`src/rtl/gpu_stencil_ctrl.sv`:
```
// Stencil cache front end: passes pixel-pipe accesses through when idle and runs masked rectangle fills.
// Fill writes one word per cycle; pixel requests are refused (pix_ready_o=0) while a fill is running.
module gpu_stencil_ctrl (
    input  logic        clk_i,
    input  logic        rst_i,
    input  logic        pix_rd_req_i,
    input  logic [14:0] pix_rd_addr_i,
    input  logic        pix_wr_req_i,
    input  logic [14:0] pix_wr_addr_i,
    input  logic [15:0] pix_wr_mask_i,
    input  logic [15:0] pix_wr_value_i,
    output logic        pix_ready_o,
    output logic [15:0] pix_rd_value_o,
    output logic        pix_rd_valid_o,
    input  logic        fill_start_i,
    input  logic [9:0]  fill_x_i,
    input  logic [8:0]  fill_y_i,
    input  logic [10:0] fill_w_i,
    input  logic [9:0]  fill_h_i,
    input  logic        fill_value_i,
    output logic        fill_busy_o,
    output logic        fill_done_o,
    output logic        stencil_rd_req_o,
    output logic [14:0] stencil_rd_addr_o,
    output logic        stencil_wr_req_o,
    output logic [14:0] stencil_wr_addr_o,
    output logic [15:0] stencil_wr_mask_o,
    output logic [15:0] stencil_wr_value_o,
    input  logic [15:0] stencil_rd_value_i
);
    localparam logic [1:0] IDLE = 2'd0;
    localparam logic [1:0] FILL = 2'd1;
    localparam logic [1:0] DONE = 2'd2;

    logic [1:0]  state_q, state_d;
    logic [9:0]  x_q;
    logic [10:0] w_q;
    logic [9:0]  h_q;
    logic        v_q;
    logic [6:0]  kmax_q;
    logic [8:0]  row_q, row_d;
    logic [5:0]  col_q, col_d;
    logic [6:0]  k_q, k_d;
    logic [9:0]  rcnt_q, rcnt_d;
    logic        rd_vld_q;

    logic        idle;
    logic        fill_act;
    logic [10:0] w_clamp;
    logic [9:0]  h_clamp;
    logic [6:0]  k_calc;
    logic [15:0] fill_mask;
    logic [9:0]  pix_off;

    assign idle     = (state_q == IDLE);
    assign fill_act = (state_q == FILL);
    assign w_clamp  = (fill_w_i > 11'd1024) ? 11'd1024 : fill_w_i;
    assign h_clamp  = (fill_h_i > 10'd512) ? 10'd512 : fill_h_i;
    // Words per row: ceil((x[3:0] + w) / 16); at most 65 for an unaligned full-width row.
    assign k_calc   = 7'(({7'd0, fill_x_i[3:0]} + w_clamp + 11'd15) >> 4);

    // A bit is inside the rectangle when its offset from x (wrapping at 1024) is below w.
    always_comb begin
        fill_mask = '0;
        pix_off   = '0;
        for (int b = 0; b < 16; b++) begin
            pix_off      = {col_q, 4'(b)} - x_q;
            fill_mask[b] = ({1'b0, pix_off} < w_q);
        end
    end

    always_comb begin
        state_d = state_q;
        row_d   = row_q;
        col_d   = col_q;
        k_d     = k_q;
        rcnt_d  = rcnt_q;
        case (state_q)
            IDLE: begin
                if (fill_start_i) begin
                    row_d   = fill_y_i;
                    col_d   = fill_x_i[9:4];
                    k_d     = '0;
                    rcnt_d  = '0;
                    state_d = (w_clamp == 11'd0 || h_clamp == 10'd0) ? DONE : FILL;
                end
            end
            FILL: begin
                if (k_q == kmax_q - 7'd1) begin
                    k_d    = '0;
                    col_d  = x_q[9:4];
                    row_d  = row_q + 9'd1;
                    rcnt_d = rcnt_q + 10'd1;
                    if (rcnt_q == h_q - 10'd1) state_d = DONE;
                end else begin
                    k_d   = k_q + 7'd1;
                    col_d = col_q + 6'd1;
                end
            end
            default: state_d = IDLE;
        endcase
    end

    always_ff @(posedge clk_i or posedge rst_i) begin
        if (rst_i) begin
            state_q  <= IDLE;
            x_q      <= '0;
            w_q      <= '0;
            h_q      <= '0;
            v_q      <= 1'b0;
            kmax_q   <= '0;
            row_q    <= '0;
            col_q    <= '0;
            k_q      <= '0;
            rcnt_q   <= '0;
            rd_vld_q <= 1'b0;
        end else begin
            state_q  <= state_d;
            row_q    <= row_d;
            col_q    <= col_d;
            k_q      <= k_d;
            rcnt_q   <= rcnt_d;
            rd_vld_q <= idle & pix_rd_req_i;
            if (idle && fill_start_i) begin
                x_q    <= fill_x_i;
                w_q    <= w_clamp;
                h_q    <= h_clamp;
                v_q    <= fill_value_i;
                kmax_q <= k_calc;
            end
        end
    end

    assign pix_ready_o        = idle;
    assign pix_rd_valid_o     = rd_vld_q;
    assign pix_rd_value_o     = stencil_rd_value_i;
    assign fill_busy_o        = !idle;
    assign fill_done_o        = (state_q == DONE);
    assign stencil_rd_req_o   = idle & pix_rd_req_i;
    assign stencil_rd_addr_o  = pix_rd_addr_i;
    assign stencil_wr_req_o   = idle ? pix_wr_req_i   : fill_act;
    assign stencil_wr_addr_o  = idle ? pix_wr_addr_i  : {row_q, col_q};
    assign stencil_wr_mask_o  = idle ? pix_wr_mask_i  : fill_mask;
    assign stencil_wr_value_o = idle ? pix_wr_value_i : {16{v_q}};
endmodule
```
`config.mk`:
```
export PLATFORM = sky130hd
export DESIGN_NAME = gpu_stencil_ctrl
export DESIGN_NICKNAME = d
export VERILOG_FILES = /design/src/rtl/gpu_stencil_ctrl.sv
export SDC_FILE = /design/constraint.sdc
export NUM_CORES = 1
export LEC_CHECK = 0
export CORE_MARGIN = 3
export CORE_UTILIZATION = 48
export DETAILED_ROUTE_END_ITERATION = 8
export PLACE_DENSITY_LB_ADDON = 0.15
export SETUP_SLACK_MARGIN = 0.02
export SYNTH_ARGS = -nofsm -noshare
export SYNTH_HDL_FRONTEND = slang
export SYNTH_SLANG_ARGS = --single-unit
```
`constraint.sdc`:
```
create_clock -name clk_i -period 3.76 [get_ports clk_i]
set_clock_uncertainty 0.1 [all_clocks]
set_input_delay 0.752 -clock clk_i [delete_from_list [all_inputs] [get_ports clk_i]]
set_output_delay 0.752 -clock clk_i [all_outputs]
set_load 0.005 [all_outputs]
```
==> results of run 1 <==
==> worst max-delay path, cell delays in order, from the launching register on <==
cell,delay [ns]
dfrtp_1,0.41
ha_4,0.26
a21o_1,0.18
a21o_1,0.18
a21o_1,0.19
a31oi_2,0.16
xnor2_1,0.14
ha_1,0.29
a21oi_2,0.16
nand2_1,0.06
a41o_1,0.21
a21o_1,0.20
a21oi_2,0.12
buf_2,0.12
==> cell usage in the layout, fill, tap and decap left out, types with 33 or more instances in the layout <==
cell / instances
a21o_1: 34
a21oi_1: 66
buf_4: 161
clkdlybuf4s50_1: 129
dfrtp_1: 72
ha_1: 147
inv_1: 59
nand2_1: 142
nand3_1: 33
nor2_1: 41
o21ai_0: 76
xnor2_1: 66
xor2_1: 64
==> state kept, by name, indices dropped and copies added (netlist names) <==
| name | count |
|---|---|
| w_q | 11 |
| h_q | 10 |
| k_q | 7 |
| kmax_q | 7 |
| col_q | 6 |
| v_q | 1 |
| x_q | 10 |
| pix_rd_valid_o | 1 |
| row_q | 9 |
| state_q | 2 |
| rcnt_q | 10 |
==> worst paths after layout <==
path | startpoint | to
min in group asynchronous | rst_i | rcnt_q[6]
worst max register to register | state_q[1] | k_q[2]
worst max-delay path | col_q[1] | stencil_wr_mask_o[0]
worst min-delay path | w_q[9] | w_q[9]
max in group asynchronous | rst_i | x_q[3]
worst min register to register | w_q[9] | w_q[9]
==> final cells by class <==
type,instances,area (um2),area share
multi-input combinational,980,7649,0.5784
timing repair buffer,327,2846,0.2153
inverter,68,259.0,0.01959
clock inverter,7,58.81,0.004447
clock buffer,9,225.2,0.01703
tap,265,331.6,0.02507
sequential,74,1854,0.1402
==> kinds of logic after synthesis <==
logic type,Yosys count,share of synthesized area
xor gates and xnor gates,140,0.1273
DFF,74,0.1923
and+or+nand+nor,314,0.1542
buffers and inverters,158,0.07794
adders and majority gates,162,0.2120
AOI/OAI and AO/OA,359,0.2308
muxes,5,0.005456
==> where the power goes <==
group	internal (mW)	switching, mW	total, mW	leakage, nW
Clock	0.458	0.381	0.838	0.133
Combinational	4.66	4.84	9.50	4.98
Sequential	0.967	0.215	1.18	0.917
==> metal layers <==
| layer | vias to the layer above | routed length, um | GRT usage |
|---|---|---|---|
| met3 | 69 | 1354 | 0.03464 |
| li1 | 4757 | - | - |
| met1 | 4604 | 13700 | 0.3718 |
| met5 | - | 0 | 0 |
| met2 | 272 | 15970 | 0.5079 |
| met4 | 0 | 1390 | 0.1053 |
==> what timing repair did <==
action	CTS	global route
resized for setup	209	53
pin swaps	74	54
endpoints found under the setup margin	16	16
buffers inserted	14	8
==> through the flow <==
stage / total power [mW] / cell area [um2] / worst slack (ns)
floorplan: 6.328 / 9633 / 0.04740
global placement: 9.443 / 12160 / -0.2475
detailed placement: 9.622 / 12160 / -0.2540
CTS: 10.98 / 12940 / -0.09760
global route: 12.53 / 13220 / -0.2473
finish: 11.52 / 13220 / -0.1250
==> metrics.txt, run 1 <==
status=finished, violations left; failing checks=negative setup slack; clk_lat worst skew=~0.34 ns; Max Slew Vio Count=0; FMAX=around 260 MHz; Seq/Total Area, Yosys=0.1923; Worst Setup Start Kind=register; TritonRoute pass-1 iters=5; setup TNS=-0.4934 ns; PortBufs=between 100 and 150; Fillers=between 1,500 and 2,000; Num CTS Buffers=9; Antenna Violating Nets Remaining=0; cell row count=between 50 and 60; Final Cycle Share=1.033; clock sink count=74; measured slew at the worst slew-check pin=slightly below 0.9 ns; vias in the first global route=9,552; Mapped Cells=about 1,200; clk buf depth=2; Iter 0 DRT Violations=just under 500; VDD IR max=roughly 0.38 mV; final worst slack=-0.1250 ns; endpoint type of the worst setup path=output port; detailed-route via count=9,702; area grow syn2layout=37.30%; final WL=32,410 um; most common cell in the netlist=ha_1; crit path time final=between 3 and 4 ns; CTS H-Tree Depth=3; Critical Path RT=a little under 3 ns; antenna violations before repair=0; EDFF count, synth=0; final setup vio count=10; GRT Util Overall=0.2913; DRC=0; Die X=~150 um; count of different cell masters after synthesis=65; R2R setup slack=slightly below 0.7 ns; I/O pin cnt=between 200 and 250; Die Y=roughly 150 um; CTS tree=built; CP arrival=a little over 3 ns; core region area=just under 0.02 mm2; final core occ=0.6750; crit path kind=register to output port; vias per cell=5.608; Final HPWL DP=approximately 25,000 um; Max Cap Viol=0; Yosys top cell area share=0.2078; n_diodes=0; Async SR Flop Fraction=1.000; Yosys Warn Count=0; full die area=about 0.022 mm2; max_slew headroom=0.4026; Placer Congestion=0.9624; Final Hold Vio Count=0; Post-synth top cells=160 x ha_1, 151 x nand2_1, 113 x o21ai_0, 102 x a21oi_1; starting density of the core=0.4917; Final Non-Filler Cells=~1,700; largest net degree at the start of global routing=42; top cells by area, synth=ha_1 21%, dfrtp_1 19%, xnor2_1 6.7%, xor2_1 6.0%, nand2_1 5.9%; Min-Delay Path Class=register to register; nets@finish=between 1,500 and 2,000; Placed Cells=around 1,700; Cell Pwr Density=around 870 mW/mm2; hold_ws=between 0.3 and 0.4 ns; Root Driver=clkbuf_16; Syn Area/Cell=~7.9 um2; crit-path max FO=3; total global routing overflow=0; predominant post-synthesis flop cell=dfrtp_1; Pleak=roughly 6.0 nW; Seq cells post-synth=74; syn_nets=~1,500; clock slew at reported path FFs=around 0.060 ns; largest area contributor in the netlist=ha_1; RSZ-0062 raised after global routing=yes; cell depth of the worst min-delay path=2; Mapped Area=roughly 0.0096 mm2; first-pass GRT wire length=51,290 um; share of cells above drive strength 1=0.2410; routed length per instance=about 19 um; hold buffer count at cts=0; cells on worst reg2reg path=7
No activity file was read; power rests on OpenSTA's default activity.
==> inputs of run 2 (changes only) <==
--- a/config.mk
+++ b/config.mk
@@ -8,7 +8,9 @@
 export CORE_MARGIN = 3
 export CORE_UTILIZATION = 48
 export DETAILED_ROUTE_END_ITERATION = 8
+export GPL_TIMING_DRIVEN = 0
 export PLACE_DENSITY_LB_ADDON = 0.15
+export RECOVER_POWER = 25
 export SETUP_SLACK_MARGIN = 0.02
 export SYNTH_ARGS = -nofsm -noshare
 export SYNTH_HDL_FRONTEND = slang
==> constraint.sdc (replaced) <==
create_clock -name clk_i -period 3.76 [get_ports clk_i]
set_clock_uncertainty 0.1 [all_clocks]
set_input_delay 0.752 -clock clk_i [delete_from_list [all_inputs] [get_ports clk_i]]
set_output_delay 0.752 -clock clk_i [all_outputs]
set_load 0.01 [all_outputs]
==> run 2 against run 1 <==
The flow finishes with violations (max-capacitance violations, max-slew violations, negative setup slack). Global-route usage up 0.47 points. Fmax down 1.6%. Sequential share of layout area up 0.17 points. Clock-buffer cell count rose by 2. Clock power grew 3.9%. Power fell by 1.6%. First-iteration DRC count grew 24%. Worst hold slack lost 0.011 ns. Flip-flop and latch count is the same. Critical path depth unchanged. Die area unchanged. Critical endpoint unchanged. Largest cell class unchanged. Largest power group unchanged.
==> metrics.txt, run 2 (synthesis results as in run 1) <==
CP arrival=3.10 ns (+0.07 ns); final setup vio count=16 (+6); Die Y=147.7 um (unchanged); Final Hold Vio Count=0 (unchanged); cell row count=51 (unchanged); endpoint type of the worst setup path=output port; clk buf depth=2 (unchanged); starting density of the core=0.4917 (unchanged); max reg flops=11 (unchanged); total global routing overflow=0 (unchanged); crit-path max FO=10 (+7); Placed Cells=1,653 (-2.4%); Final HPWL DP=25,080 um (-1.5%); VDD IR max=0.3508 mV (-8.8%); final core occ=0.6692 (-0.005813); Min-Delay Path Class=register to register; I/O pin cnt=208 (unchanged); commonest non-fill, non-tap cell in the layout=clkdlybuf4s50_1; status=finished, violations left; Critical Path RT=2.91 ns (about the same); Place WS=-1.351 ns (-1.096 ns); Num CTS Buffers=9 (unchanged); vias per cell=5.766 (+2.8%); Final Non-Filler Cells=1,707 (-1.3%); register bank with the most flops=w_q; Pleak=5.810 nW (-3.7%); full die area=0.02180 mm2 (unchanged); nets@finish=1,723 (-1.3%); Max Slew Vio Count=68 (+68); Placer Congestion=0.9842 (+2.3%); final WL=33,220 um (+2.5%); hold_ws=0.3689 ns (-0.01113 ns); Finished Cell Area=0.01311 mm2 (-0.86%); vias in the first global route=9,642 (+0.94%); TritonRoute pass-1 iters=7 (+2); GRT Util Overall=0.2960 (+0.004746); setup TNS=-1.293 ns (-0.7997 ns); DRC=0 (unchanged); first-pass GRT wire length=52,030 um (+1.5%); Max Cap Viol=1 (+1); clock slew at reported path FFs=0.06 ns (about the same); n_diodes=0 (unchanged); detailed-route via count=9,842 (+1.4%); share of cells above drive strength 1=0.1928 (-0.04817); PortBufs=175 (+21%); measured slew at the worst slew-check pin=1.693 ns (+0.7987 ns); FMAX=253.2 MHz (-1.6%); CTS H-Tree Depth=3 (unchanged); CTS tree=built; largest net degree at the start of global routing=68 (+62%); clock sink count=74 (unchanged); failing checks=max-capacitance violations, max-slew violations, negative setup slack; area post-placement=0.01175 mm2 (-3.4%); antenna violations before repair=0 (unchanged); RSZ-0062 raised after global routing=yes; crit path kind=register to output port; Fillers=1,687 (+1.9%); most frequent cells in the layout=158 x clkdlybuf4s50_1, 147 x nand2_1, 144 x ha_1; area grow syn2layout=36.11%; routed length per instance=19.46 um (+3.9%); crit path time final=3.949 ns (+0.06407 ns); Antenna Violating Nets Remaining=0 (unchanged); Cell Pwr Density=864.7 mW/mm2 (-0.76%); clk_lat worst skew=0.33 ns (about the same); core region area=0.01959 mm2 (unchanged); Final Cycle Share=1.050 (+0.01704); final worst slack=-0.1890 ns (-0.06407 ns); Iter 0 DRT Violations=601 (+24%); max_slew headroom=-0.1285 (-0.5310); total power=11.34 mW (-1.6%); Worst Setup Start Kind=register; Die X=147.7 um (unchanged); Root Driver=clkbuf_16
-- run 2: power breakdown --
part / internal [mW] / switching [mW]
sequential: 0.971 / 0.218
combinational: 4.27 / 5.01
clock: 0.519 / 0.351
total: 5.76 / 5.58
-- run 2: worst paths after layout --
check                            from              endpoint  slack [ns]  cells past startpoint
max                          col_q[1]  stencil_wr_mask_o[0]       -0.19                     13
min                               v_q                   v_q        0.37                      2
max reg2reg                state_q[1]                h_q[2]        1.05                      9
min reg2reg                       v_q                   v_q        0.37                      2
max in group asynchronous       rst_i              col_q[1]        0.76                      3
min in group asynchronous       rst_i             rcnt_q[2]        0.74                      2
-- run 2: cell type report --
class,count,area (um2),share of cell area
Buffer,82,558.0,0.04257
Tap cell,265,331.6,0.02529
Clock inverter,5,63.81,0.004867
Clock buffer,11,232.7,0.01775
Timing Repair Buffer,222,2083,0.1589
Inverter,68,282.8,0.02157
Sequential cell,74,1861,0.1419
Multi-Input combinational cell,980,7697,0.5871
-- run 2: worst max-delay path: stages (launching register included) --
cell      delay (ns)
dfrtp_2         0.42
ha_4            0.28
clkbuf_8        0.19
and2_4          0.16
and3_4          0.26
a31oi_4         0.12
xnor2_2         0.22
ha_4            0.24
a21oi_2         0.13
nand2_1         0.07
a41o_1          0.25
a21o_1          0.18
a21oi_2         0.10
buf_2           0.13
-- run 2: what timing repair did --
item,in CTS,in global routing
hold buffers,0,0
resized for setup,234,58
cloned,0,0
hold endpoints to repair,0,0
buffers inserted,33,13
pin swaps,43,36
endpoints found under the setup margin,20,24
-- run 2: per-layer routing --
metal / vias to the layer above / GRT usage / routed length, um
met2: 307 / 0.4948 / 15970
li1: 4717 / - / -
met1: 4732 / 0.3844 / 14110
met4: 0 / 0.1426 / 1731
met5: - / 0 / 0
met3: 86 / 0.03004 / 1412
